**src/rtl/arm_mc_pkg.sv**
```systemverilog
// Shared types and constants for the multicycle ARM fetch path:
// FSM states, instruction field positions, PC step.
package arm_mc_pkg;

  typedef enum logic [1:0] {
    FETCH,
    WAIT,
    ISSUE,
    HALT
  } fetch_state_e;

  localparam logic [31:0] PC_INC        = 32'd4;
  localparam logic [31:0] PC_ALIGN_MASK = 32'hFFFF_FFFC;

  localparam int COND_HI  = 31;
  localparam int COND_LO  = 28;
  localparam int OP_HI    = 27;
  localparam int OP_LO    = 26;
  localparam int FUNCT_HI = 25;
  localparam int FUNCT_LO = 20;
  localparam int RD_HI    = 15;
  localparam int RD_LO    = 12;

endpackage

```
**src/rtl/instr_fetch_unit_if.sv**
```systemverilog
// Instruction-memory read bus: request/address out, data/ack back.
// master = fetch unit, slave = instruction memory.
interface instr_fetch_unit_if;

  logic        imem_req;
  logic [31:0] imem_addr;
  logic [31:0] imem_rdata;
  logic        imem_ack;

  modport master (
    output imem_req,
    output imem_addr,
    input  imem_rdata,
    input  imem_ack
  );

  modport slave (
    input  imem_req,
    input  imem_addr,
    output imem_rdata,
    output imem_ack
  );

endinterface

```
**src/rtl/instr_fetch_unit_fetch_regs.sv**
```systemverilog
// IR and PC registers of the fetch unit.
// Ports: clk, reset, ir_ld (load IR and step PC), pc_ld (branch load),
// ir_in, pc_in in; ir, pc out.
module fetch_regs
  import arm_mc_pkg::*;
#(
  parameter logic [31:0] RESET_PC = 32'h0000_0000
) (
  input  logic        clk,
  input  logic        reset,
  input  logic        ir_ld,
  input  logic        pc_ld,
  input  logic [31:0] ir_in,
  input  logic [31:0] pc_in,
  output logic [31:0] ir,
  output logic [31:0] pc
);

  logic [31:0] ir_d, ir_q;
  logic [31:0] pc_d, pc_q;

  always_comb begin
    ir_d = ir_q;
    pc_d = pc_q;
    if (ir_ld) begin
      ir_d = ir_in;
      pc_d = pc_q + PC_INC;
    end else if (pc_ld) begin
      // branch targets are forced onto a word boundary
      pc_d = pc_in & PC_ALIGN_MASK;
    end
  end

  always_ff @(posedge clk) begin
    if (reset) begin
      ir_q <= 32'h0;
      pc_q <= RESET_PC;
    end else begin
      ir_q <= ir_d;
      pc_q <= pc_d;
    end
  end

  assign ir = ir_q;
  assign pc = pc_q;

endmodule

```
**src/rtl/instr_fetch_unit.sv**
```systemverilog
// Multicycle instruction fetch: FETCH/WAIT/ISSUE/HALT FSM with timeout.
// Ports: clk, reset, imem (bus master), IR fields, Instr, instr_valid,
// PCPlus8, exec_done, PCSrc, Result, fetch_err (sticky).
module instr_fetch_unit
  import arm_mc_pkg::*;
#(
  parameter logic [31:0] RESET_PC     = 32'h0000_0000,
  parameter int unsigned IMEM_TIMEOUT = 16
) (
  input  logic               clk,
  input  logic               reset,
  instr_fetch_unit_if.master imem,
  output logic [3:0]         Cond,
  output logic [1:0]         Op,
  output logic [5:0]         Funct,
  output logic [3:0]         R,
  output logic [31:0]        Instr,
  output logic               instr_valid,
  output logic [31:0]        PCPlus8,
  input  logic               exec_done,
  input  logic               PCSrc,
  input  logic [31:0]        Result,
  output logic               fetch_err
);

  localparam int CW = $clog2(IMEM_TIMEOUT + 1);
  typedef logic [CW-1:0] cnt_t;
  localparam cnt_t CNT_MAX = cnt_t'(IMEM_TIMEOUT);

  fetch_state_e state_d, state_q;
  cnt_t         cnt_d, cnt_q, cnt_inc;
  logic         err_d, err_q;
  logic         req_d, req_q;
  logic         valid_d, valid_q;
  logic         ir_ld, pc_ld;
  logic [31:0]  ir, pc;

  assign cnt_inc = cnt_q + cnt_t'(1);

  always_comb begin
    state_d = state_q;
    cnt_d   = cnt_q;
    err_d   = err_q;
    ir_ld   = 1'b0;
    pc_ld   = 1'b0;
    unique case (state_q)
      FETCH: begin
        cnt_d = '0;
        if (imem.imem_ack) begin
          ir_ld   = 1'b1;
          state_d = ISSUE;
        end else begin
          state_d = WAIT;
        end
      end
      WAIT: begin
        if (imem.imem_ack) begin
          ir_ld   = 1'b1;
          state_d = ISSUE;
        end else begin
          cnt_d = cnt_inc;
          if (cnt_inc == CNT_MAX) begin
            err_d   = 1'b1;
            state_d = HALT;
          end
        end
      end
      ISSUE: begin
        if (exec_done) begin
          pc_ld   = PCSrc;
          state_d = FETCH;
        end
      end
      HALT: begin
        state_d = HALT;
      end
      default: state_d = FETCH;
    endcase
    // outputs registered from the next state
    req_d   = (state_d == FETCH) || (state_d == WAIT);
    valid_d = (state_d == ISSUE);
  end

  always_ff @(posedge clk) begin
    if (reset) begin
      state_q <= FETCH;
      cnt_q   <= '0;
      err_q   <= 1'b0;
      req_q   <= 1'b1;
      valid_q <= 1'b0;
    end else begin
      state_q <= state_d;
      cnt_q   <= cnt_d;
      err_q   <= err_d;
      req_q   <= req_d;
      valid_q <= valid_d;
    end
  end

  fetch_regs #(
    .RESET_PC(RESET_PC)
  ) u_regs (
    .clk   (clk),
    .reset (reset),
    .ir_ld (ir_ld),
    .pc_ld (pc_ld),
    .ir_in (imem.imem_rdata),
    .pc_in (Result),
    .ir    (ir),
    .pc    (pc)
  );

  assign imem.imem_req  = req_q;
  assign imem.imem_addr = pc;

  assign Cond  = ir[COND_HI:COND_LO];
  assign Op    = ir[OP_HI:OP_LO];
  assign Funct = ir[FUNCT_HI:FUNCT_LO];
  assign R     = ir[RD_HI:RD_LO];
  assign Instr = ir;

  assign instr_valid = valid_q;
  assign fetch_err   = err_q;

  // in ISSUE the PC already points past the instruction
  assign PCPlus8 = valid_q ? (pc + PC_INC) : (pc + PC_INC + PC_INC);

endmodule

```
**src/flat_wrapper.sv**
```systemverilog
// flat-port wrapper written by rule: the top's interface ports become plain ports
module instr_fetch_unit_flat import arm_mc_pkg::*;
#(
  parameter logic [31:0] RESET_PC     = 32'h0000_0000,
  parameter int unsigned IMEM_TIMEOUT = 16
)
  (clk, reset, Cond, Op, Funct, R, Instr, instr_valid, PCPlus8, exec_done, PCSrc, Result, fetch_err, imem_imem_req, imem_imem_addr, imem_imem_rdata, imem_imem_ack);
  instr_fetch_unit_if imem_i ();
  input  logic clk;
  input  logic reset;
  output logic [3:0] Cond;
  output logic [1:0] Op;
  output logic [5:0] Funct;
  output logic [3:0] R;
  output logic [31:0] Instr;
  output logic instr_valid;
  output logic [31:0] PCPlus8;
  input  logic exec_done;
  input  logic PCSrc;
  input  logic [31:0] Result;
  output logic fetch_err;
  output wire logic [$bits(imem_i.imem_req)-1:0] imem_imem_req;
  output wire logic [$bits(imem_i.imem_addr)-1:0] imem_imem_addr;
  input wire logic [$bits(imem_i.imem_rdata)-1:0] imem_imem_rdata;
  input wire logic [$bits(imem_i.imem_ack)-1:0] imem_imem_ack;
  assign imem_imem_req = imem_i.imem_req;
  assign imem_imem_addr = imem_i.imem_addr;
  assign imem_i.imem_rdata = imem_imem_rdata;
  assign imem_i.imem_ack = imem_imem_ack;
  instr_fetch_unit #(.RESET_PC(RESET_PC), .IMEM_TIMEOUT(IMEM_TIMEOUT)) u_core (.clk(clk), .reset(reset), .imem(imem_i), .Cond(Cond), .Op(Op), .Funct(Funct), .R(R), .Instr(Instr), .instr_valid(instr_valid), .PCPlus8(PCPlus8), .exec_done(exec_done), .PCSrc(PCSrc), .Result(Result), .fetch_err(fetch_err));
endmodule
```
**config.mk**
```make
export PLATFORM = sky130hd
export DESIGN_NAME = instr_fetch_unit_flat
export DESIGN_NICKNAME = d
export VERILOG_FILES = /design/src/rtl/arm_mc_pkg.sv /design/src/rtl/instr_fetch_unit_if.sv /design/src/rtl/instr_fetch_unit_fetch_regs.sv /design/src/rtl/instr_fetch_unit.sv /design/src/flat_wrapper.sv
export SDC_FILE = /design/constraint.sdc
export NUM_CORES = 1
export LEC_CHECK = 0
export ABC_AREA = 1
export CAP_MARGIN = 10
export CORE_MARGIN = 5
export CORE_UTILIZATION = 25
export CTS_BUF_LIST = sky130_fd_sc_hd__clkbuf_16
export CTS_CLUSTER_DIAMETER = 50
export DETAILED_ROUTE_END_ITERATION = 10
export GPL_TIMING_DRIVEN = 0
export PLACE_DENSITY = 0.49
export SLEW_MARGIN = 20
export SYNTH_ARGS = -nofsm -noshare
export SYNTH_HDL_FRONTEND = slang
export SYNTH_SLANG_ARGS = --single-unit
```
**constraint.sdc**
```tcl
create_clock -name clk -period 2.4 [get_ports clk]
set_input_delay 0.6 -clock clk [delete_from_list [all_inputs] [get_ports clk]]
set_output_delay 0.6 -clock clk [all_outputs]
set_load 0.1 [all_outputs]
```
* Word-level counts from Yosys, hierarchy flattened *
Index checks and enable logic that the tools add are counted.

cells by class
  add/subtract/negate cells = 3
  multiplexer cells = 14
  reductions and logical operators = 8
  eq/ne operators = 7
  bitwise logic cells = 1

operator list
  cell                     count
  $mux W32                 3
  $add A32 B3 Y32 const B  2
  $pmux W5 S2              1
  $mux W2                  4
  $pmux W2 S4              1
  $eq A2 B2 Y1 const B     3
  $add A5 B1 Y5 const B    1
  $eq A5 B5 Y1 const B     1
  $mux W5                  1
  $eq A2 B1 Y1 const B     2
  $logic_not A2 Y1         2
  $mux W1                  4
  $reduce_bool A2 Y1       2
  $reduce_and A3 Y1        1
  $ne A2 B2 Y1 const B     1
  $reduce_and A2 Y1        1
  $reduce_or A2 Y1         1
  $logic_or A1 B1 Y1       1
  $not A1 Y1               1

word-level totals
  register bits after elaboration = 74
  output and inout port bits = 115
  input bits = 69

* Depth between registers and ports, before layout *
Gate-level depths: netlist of the first run.

  depth in word-level cells = 7
  depth in mapped cells = 17

* Hierarchy *
From an unflattened synthesis of the first run, not the netlist that was laid out.

second synthesis, totals
  cell total of the unflattened synthesis = 989
  area total of the unflattened synthesis = 5,820.6 µm²

by module, submodules not included
  module            instances  cells each  sequential area each (µm²)  area an instance (µm²)
  fetch_regs        1          528         1,241.2                     3,324.4
  instr_fetch_unit  1          461         200.2                       2,496.1

* Worst setup path after synthesis of the first run *
OpenSTA, ideal clock, no wires.

  kind = flip-flop to output port
  start = register u_core.u_regs.pc_q[2] (netlist: u_core.u_regs.pc[2])
  end = output port PCPlus8[18]
  setup slack = -2.328 ns
  path buffers = 0
  stages on the path, launching flop included = 14
  arrival time = 4.128 ns
  cell sequence = dfxtp_1 -> ha_1 -> nand2_2 -> nor2_4 -> nand2_4 -> nand2_2 -> nand2_2 -> a21oi_2 -> inv_1 -> nor2_4 -> nand3_4 -> inv_1 -> nand2_1 -> xnor2_1

between the ends
  longest elaborated chain between the ends = 3

RTL lines
  element                 RTL line                           RTL
  start, declared         instr_fetch_unit_fetch_regs.sv:20  logic [31:0] pc_d, pc_q;
  start signal, assigned  instr_fetch_unit_fetch_regs.sv:40  pc_q <= pc_d;
  $add A32 B3 Y32 (*)     instr_fetch_unit.sv:126            assign PCPlus8 = valid_q ? (pc + PC_INC) : (pc + PC_INC + PC_INC);
  $add A32 B3 Y32         instr_fetch_unit.sv:126
  $mux W32 (*)            instr_fetch_unit.sv:126
  end, declared           flat_wrapper.sv:17                 output logic [31:0] PCPlus8;

Mark *: on every way between the ends. The rest lies on a longest branch, timed or not.

* Worst setup path after layout of the first run *
  start = register u_core.u_regs.pc_q[3] (netlist: u_core.u_regs.pc[3])
  end = output port PCPlus8[28]

The elaborated chain is that of the path after synthesis.

==> impl_metrics.ini, run 1 <==
[status]
run_status = complete, but fails checks
violations = setup timing

[floorplanning]
die_height_um = 152
boundaryPins = 184
std_cell_rows = 51
coreArea_um2 = 19700
dieArea_um2 = 23100
initial_core_util = 0.256
die_w_um = 152

[timing]
finalHoldViolCount = 0
whs_ps = 468
rsz0062_at_grt = true
fin_crit_sh = 1.34
skew_ps = 9.94
worst-slew-pin-transition_ps = 1010
setup_viol = 27
drv_slew = 0
layout_setup_ws_ps = -819
slew_headroom = 0.327
fmax_ghz = 0.311
min_period_ps = 3220

[detailed_routing]
wl_um = 21100
drt_iter0_drc = 261
postRouteAntennaNets = 0
dr_total_vias = 5988
wl_per_cell_um = 16.2
firstDrtPassIters = 5
drt_drc_violations_left = 0
vias_per_cell = 4.59

[critical_path]
critPathSlowestCell = dfxtp_4
crit_chain = ha_4, buf_4, nand4_1, nand2_4, nand3_2, nor2_4, nand2_4, nor2_4, nand3_4, nor2_4, nand3_1, nand2_2, clkinvlp_4, buf_12
critPathRequiredTime_ps = 1800
cp_common_cell = nor2_4
critPathArrivalTime_ps = 2620
crit_family = simple AND/OR/NAND/NOR gates
crit_type = flip-flop to primary output
worstReg2RegStart = u_core.state_q[1]
crit_buf_inv = 3
cp_slowest_stage_delay_ps = 390
worst-path-max-fanout = 7
startpoint = u_core.u_regs.pc[3]
crit_path_start_kind = flip-flop
worstSetupEndpointType = primary output

[logic_synthesis]
synth.area.top_cells = dfxtp_1 (29%), nand2_1 (16%), nor2_1 (10%)
yosysWarningCount = 0
synth_top_area_cell = dfxtp_1
synth_top_cells_by_count = nand2_1 (209), nor2_1 (134), dfxtp_1 (72)
ys_seq_area_frac = 0.286
synthFlopType = dfxtp_1
ys_types = 36
syn_area_per_cell_um2 = 6.30
netlist_area_um2 = 5030
synth_edf_count = 0
yosysTopAreaCellShare = 0.286
yosysMostFrequentCell = nand2_1
synthArstFlopShare = 0
ys_seq_elements = 72
syn-instance-count = 798

[cts]
clock_latency_ps = 350
htreeDepth = 3
cts_sinks = 72
cts_buffer_depth = 2
clk_pin_slew_worst_paths_ps = 60
tritoncts = yes
ctsRootBufferMaster = clkbuf_16
cts_hold_buffers = 0
cts_buffers = 9

[placed_design]
globalplace.congestion = 0.879
detailed_place_hpwl_um = 16500
pre_cts_ws_ps = -1680
port_buffers = 177

[cells_and_area]
syn_to_final_growth_pct = 77.5
seq_area_um2 = 1510
multi_input_area_um2 = 3920
nNetsFinal = 1106
fill_cells = 2113
layout-drive-gt1-share = 0.309
diodes = 0
fin_util = 0.454

[power_and_ir_drop]
peakVddDrop_mv = 0.312
leakage_nw = 3.78
power.density_nw_per_um2 = 600

[grt]
grt-ovfl-total = 0
antenna_found_initial = 3
grt_max_degree = 13
first_global_vias = 6169
grtUsageTotal = 0.178
grt_first_pass_wirelength_um = 33100

[min_path]
min_from = u_core.fetch_err
hold_class = flip-flop to flip-flop

[run]
maxCapViolCount = 0
[flip-flops by register name, indices dropped and copies added, names as in the netlist]
register / cells
u_core.u_regs.ir: 32
u_core.u_regs.pc: 30
u_core.cnt_q: 5
u_core.state_q: 2
u_core.fetch_err: 1
u_core.imem.imem_req: 1
u_core.instr_valid: 1
[what timing repair did]
item / 4_1_cts / 5_1_grt
setup buffers: 38 / 8
endpoints found under the setup margin: 133 / 45
resized for setup: 403 / 60
pin swaps: 29 / 25
hold endpoints to repair: 0 / 0
[logic make-up after synthesis]
| kind of cell | after synthesis | share of synthesized area |
|---|---|---|
| flip-flops | 72 | 0.286 |
| other | 1 | 0.000745 |
| AND/OR/NAND/NOR | 464 | 0.422 |
| adder cells (fa/ha/maj) | 3 | 0.00746 |
| XOR/XNOR | 23 | 0.0438 |
| buffers and inverters | 118 | 0.103 |
| AO/OA/AOI/OAI | 117 | 0.136 |
[power by group]
part	internal, mW	leakage (nW)	switching [mW]
Combinational	0.703	3.04	1.98
Clock	0.689	0.134	0.557
Sequential	1.31	0.609	0.122
[tightest hold or removal path: cells and delay by family, from the launching register on]
kind,cells,cell delay (ps)
flops,1,330
simple gates,1,70
compound gates,1,40
[per-stage QoR]
step	power (mW)	TNS, ps	cells	area (um^2)
floorplan	3.30	-15770	801	5580
global placement	3.96	-54010	1243	7680
detailed placement	3.96	-53930	1243	7680
CTS	5.33	-17650	1296	8660
global route	5.56	-20570	1304	8930
finish	5.35	-17310	1304	8930
[layout make-up]
cell class | count | area share
plain buffers | 46 | 0.0289
clock buffers | 9 | 0.0252
clock inverters | 7 | 0.00420
inverters | 72 | 0.0348
multi-input cells | 611 | 0.439
flip-flops and latches | 72 | 0.170
well taps | 265 | 0.0371
repair buffers | 222 | 0.261
[routing by layer]
metal,track usage,share of wire
met1,0.218,0.42
met2,0.297,0.47
met3,0.0656,0.089
met4,0.0475,0.015
met5,0,0.0013
[cell usage in the layout (no fill, tap or decap), types with 9 or more instances in the layout]
cell type and count:
dfxtp_2 13, nor2_2 22, a21oi_1 40, nor2_1 108, dlygate4sd2_1 81, nand2_1 171
xor2_4 15, buf_12 29, inv_1 50, nand2_2 28, clkbuf_1 20, nor2_4 26
nand2_4 29, nand4_1 9, o21ai_0 43, dfxtp_4 15, a221oi_1 23, dfxtp_1 44
nand3_2 15, nand3_1 39, buf_4 59, inv_2 10, clkdlybuf4s50_1 66, clkbuf_16 9
[worst paths after layout]
path / slack [ps] / end / depth (start not counted)
setup / recovery: -820 / PCPlus8[28] / 14
setup reg to reg: 470 / u_core.u_regs.pc[22] / 5
hold reg to reg: 470 / u_core.fetch_err / 2
hold / removal: 470 / u_core.fetch_err / 2
No activity file was read; power rests on OpenSTA's default activity.
==> run 2, diff against run 1 <==
- CTS_BUF_LIST: sky130_fd_sc_hd__clkbuf_16 -> default
==> run 2 against run 1 <==
Setup slack hardly changed. The run still ends with setup timing left. Register-to-register slack hardly changed. Total power is 1.2% higher. Cell area is 0.22% higher. Hold slack hardly changed. Sequential share of layout area hardly changed. Critical endpoint unchanged. Sequential power hardly changed. Critical path type unchanged.
==> impl_metrics.ini, run 2 (same netlist as run 1, synthesis figures left out) <==
[status]
run_status = complete, but fails checks
violations = setup timing

[cts]
tritoncts = yes
clock_latency_ps = 350
clk_pin_slew_worst_paths_ps = 60
ctsRootBufferMaster = clkbuf_16
cts_sinks = 72
cts_buffers = 9
cts_hold_buffers = 0
htreeDepth = 3
cts_buffer_depth = 2

[detailed_routing]
firstDrtPassIters = 5
postRouteAntennaNets = 0
drt_drc_violations_left = 0
vias_per_cell = 4.61
wl_um = 21100
dr_total_vias = 6005
drt_iter0_drc = 261
wl_per_cell_um = 16.2

[timing]
drv_slew = 0
skew_ps = 9.93
min_period_ps = 3220
setup_tns_ps = -17300
slew_headroom = 0.327
worst-slew-pin-transition_ps = 1010
fin_crit_sh = 1.34
rsz0062_at_grt = true
layout_setup_ws_ps = -819
finalHoldViolCount = 0
fmax_ghz = 0.311
setup_viol = 27

[cells_and_area]
fill_cells = 2111
layout-drive-gt1-share = 0.311
layout_common_cells = nand2_1 (171), nor2_1 (108), dlygate4sd2_1 (81)
largest_register_ffs = 32
diodes = 0
fin_cells = 1304
nNetsFinal = 1106
syn_to_final_growth_pct = 77.9
final_common_cell = nand2_1

[grt]
grt-ovfl-total = 0
first_global_vias = 6169
grtUsageTotal = 0.178
grt_first_pass_wirelength_um = 33100
grt_max_degree = 13
antenna_found_initial = 3

[power_and_ir_drop]
p_comb_frac = 0.495
power.density_nw_per_um2 = 605
p_clk_frac = 0.242
leakage_nw = 3.79
p_int_mw = 2.76
p_sw_mw = 2.66
swShare = 0.490
peakVddDrop_mv = 0.312
pwr-share-seq = 0.263

[floorplanning]
die_w_um = 152
initial_core_util = 0.256
die_height_um = 152
boundaryPins = 184
std_cell_rows = 51
dieArea_um2 = 23100
coreArea_um2 = 19700

[critical_path]
crit_path_start_kind = flip-flop
critPathSlowestCell = dfxtp_4
crit_chain = ha_4, buf_4, nand4_1, nand2_4, nand3_2, nor2_4, nand2_4, nor2_4, nand3_4, nor2_4, nand3_1, nand2_2, clkinvlp_4, buf_12
cp_slowest_stage_delay_ps = 390
critPathRequiredTime_ps = 1800
worst-path-max-fanout = 7
critPathArrivalTime_ps = 2620
crit_type = flip-flop to primary output
cp_common_cell = nor2_4
worstSetupEndpointType = primary output

[placed_design]
port_buffers = 177
globalplace.congestion = 0.879
dp_cells = 1243
detailed_place_hpwl_um = 16500

[min_path]
hold_class = flip-flop to flip-flop

[run]
maxCapViolCount = 0
==> run 2: per-layer routing <==
layer	up-vias	global-route usage	share of wire
met2	184	0.297	0.47
met1	2753	0.218	0.42
met5	-	0	0.0010
met4	6	0.0475	0.015
li1	3030	-	-
met3	32	0.0656	0.090
==> run 2: cell type report <==
type / instances / area, um^2 / share of cell area
clock buffers: 11 / 253 / 0.0282
repair buffers: 222 / 2330 / 0.261
well taps: 265 / 332 / 0.0371
flip-flops and latches: 72 / 1510 / 0.169
multi-input cells: 611 / 3920 / 0.438
plain buffers: 46 / 258 / 0.0288
inverters: 72 / 310 / 0.0347
clock inverters: 5 / 30.0 / 0.00336
==> run 2: worst paths after layout <==
kind | slack, ps | endpoint | depth (start not counted) | start
worst max-delay path | -820 | PCPlus8[28] | 14 | u_core.u_regs.pc[3]
worst min-delay path | 470 | u_core.fetch_err | 2 | u_core.fetch_err
worst max register to register | 470 | u_core.u_regs.pc[22] | 5 | u_core.state_q[1]
worst min register to register | 470 | u_core.fetch_err | 2 | u_core.fetch_err
==> run 2: through the flow <==
stage / instance area (um^2) / total power [mW] / setup WS [ps] / util / hold WS (ps)
after detailed placement: 7680 / 3.96 / -1680 / 0.391 / 464
after floorplan: 5580 / 3.30 / -767 / - / 447
final: 8950 / 5.42 / -819 / 0.455 / 468
after global placement: 7680 / 3.96 / -1680 / 0.391 / 459
after global routing: 8950 / 5.63 / -947 / 0.455 / 501
after CTS: 8680 / 5.39 / -797 / 0.441 / 478
==> run 2: power groups by stage <==
stage	logic (mW)	clock network (mW)	registers [mW]
2_1_floorplan	1.18	0	2.12
3_3_place_gp	2.50	0	1.46
3_5_place_dp	2.50	0	1.46
4_1_cts	2.62	1.35	1.43
5_1_grt	2.80	1.39	1.44
6_report	2.68	1.31	1.43
==> run 2: timing repair <==
action | 4_1_cts | 5_1_grt
endpoints found under the hold margin | 0 | 0
setup buffers | 38 | 8
resized for setup | 403 | 60
cloned | 0 | 0
endpoints found under the setup margin | 133 | 45
pin swaps | 29 | 25
==> run 2: critical path: cells and delay by family (launching register included) <==
family	cells	cell delay, ps
and+or+nand+nor	10	1290
DFF	1	390
buffers and inverters	3	390
adders and majority gates	1	210
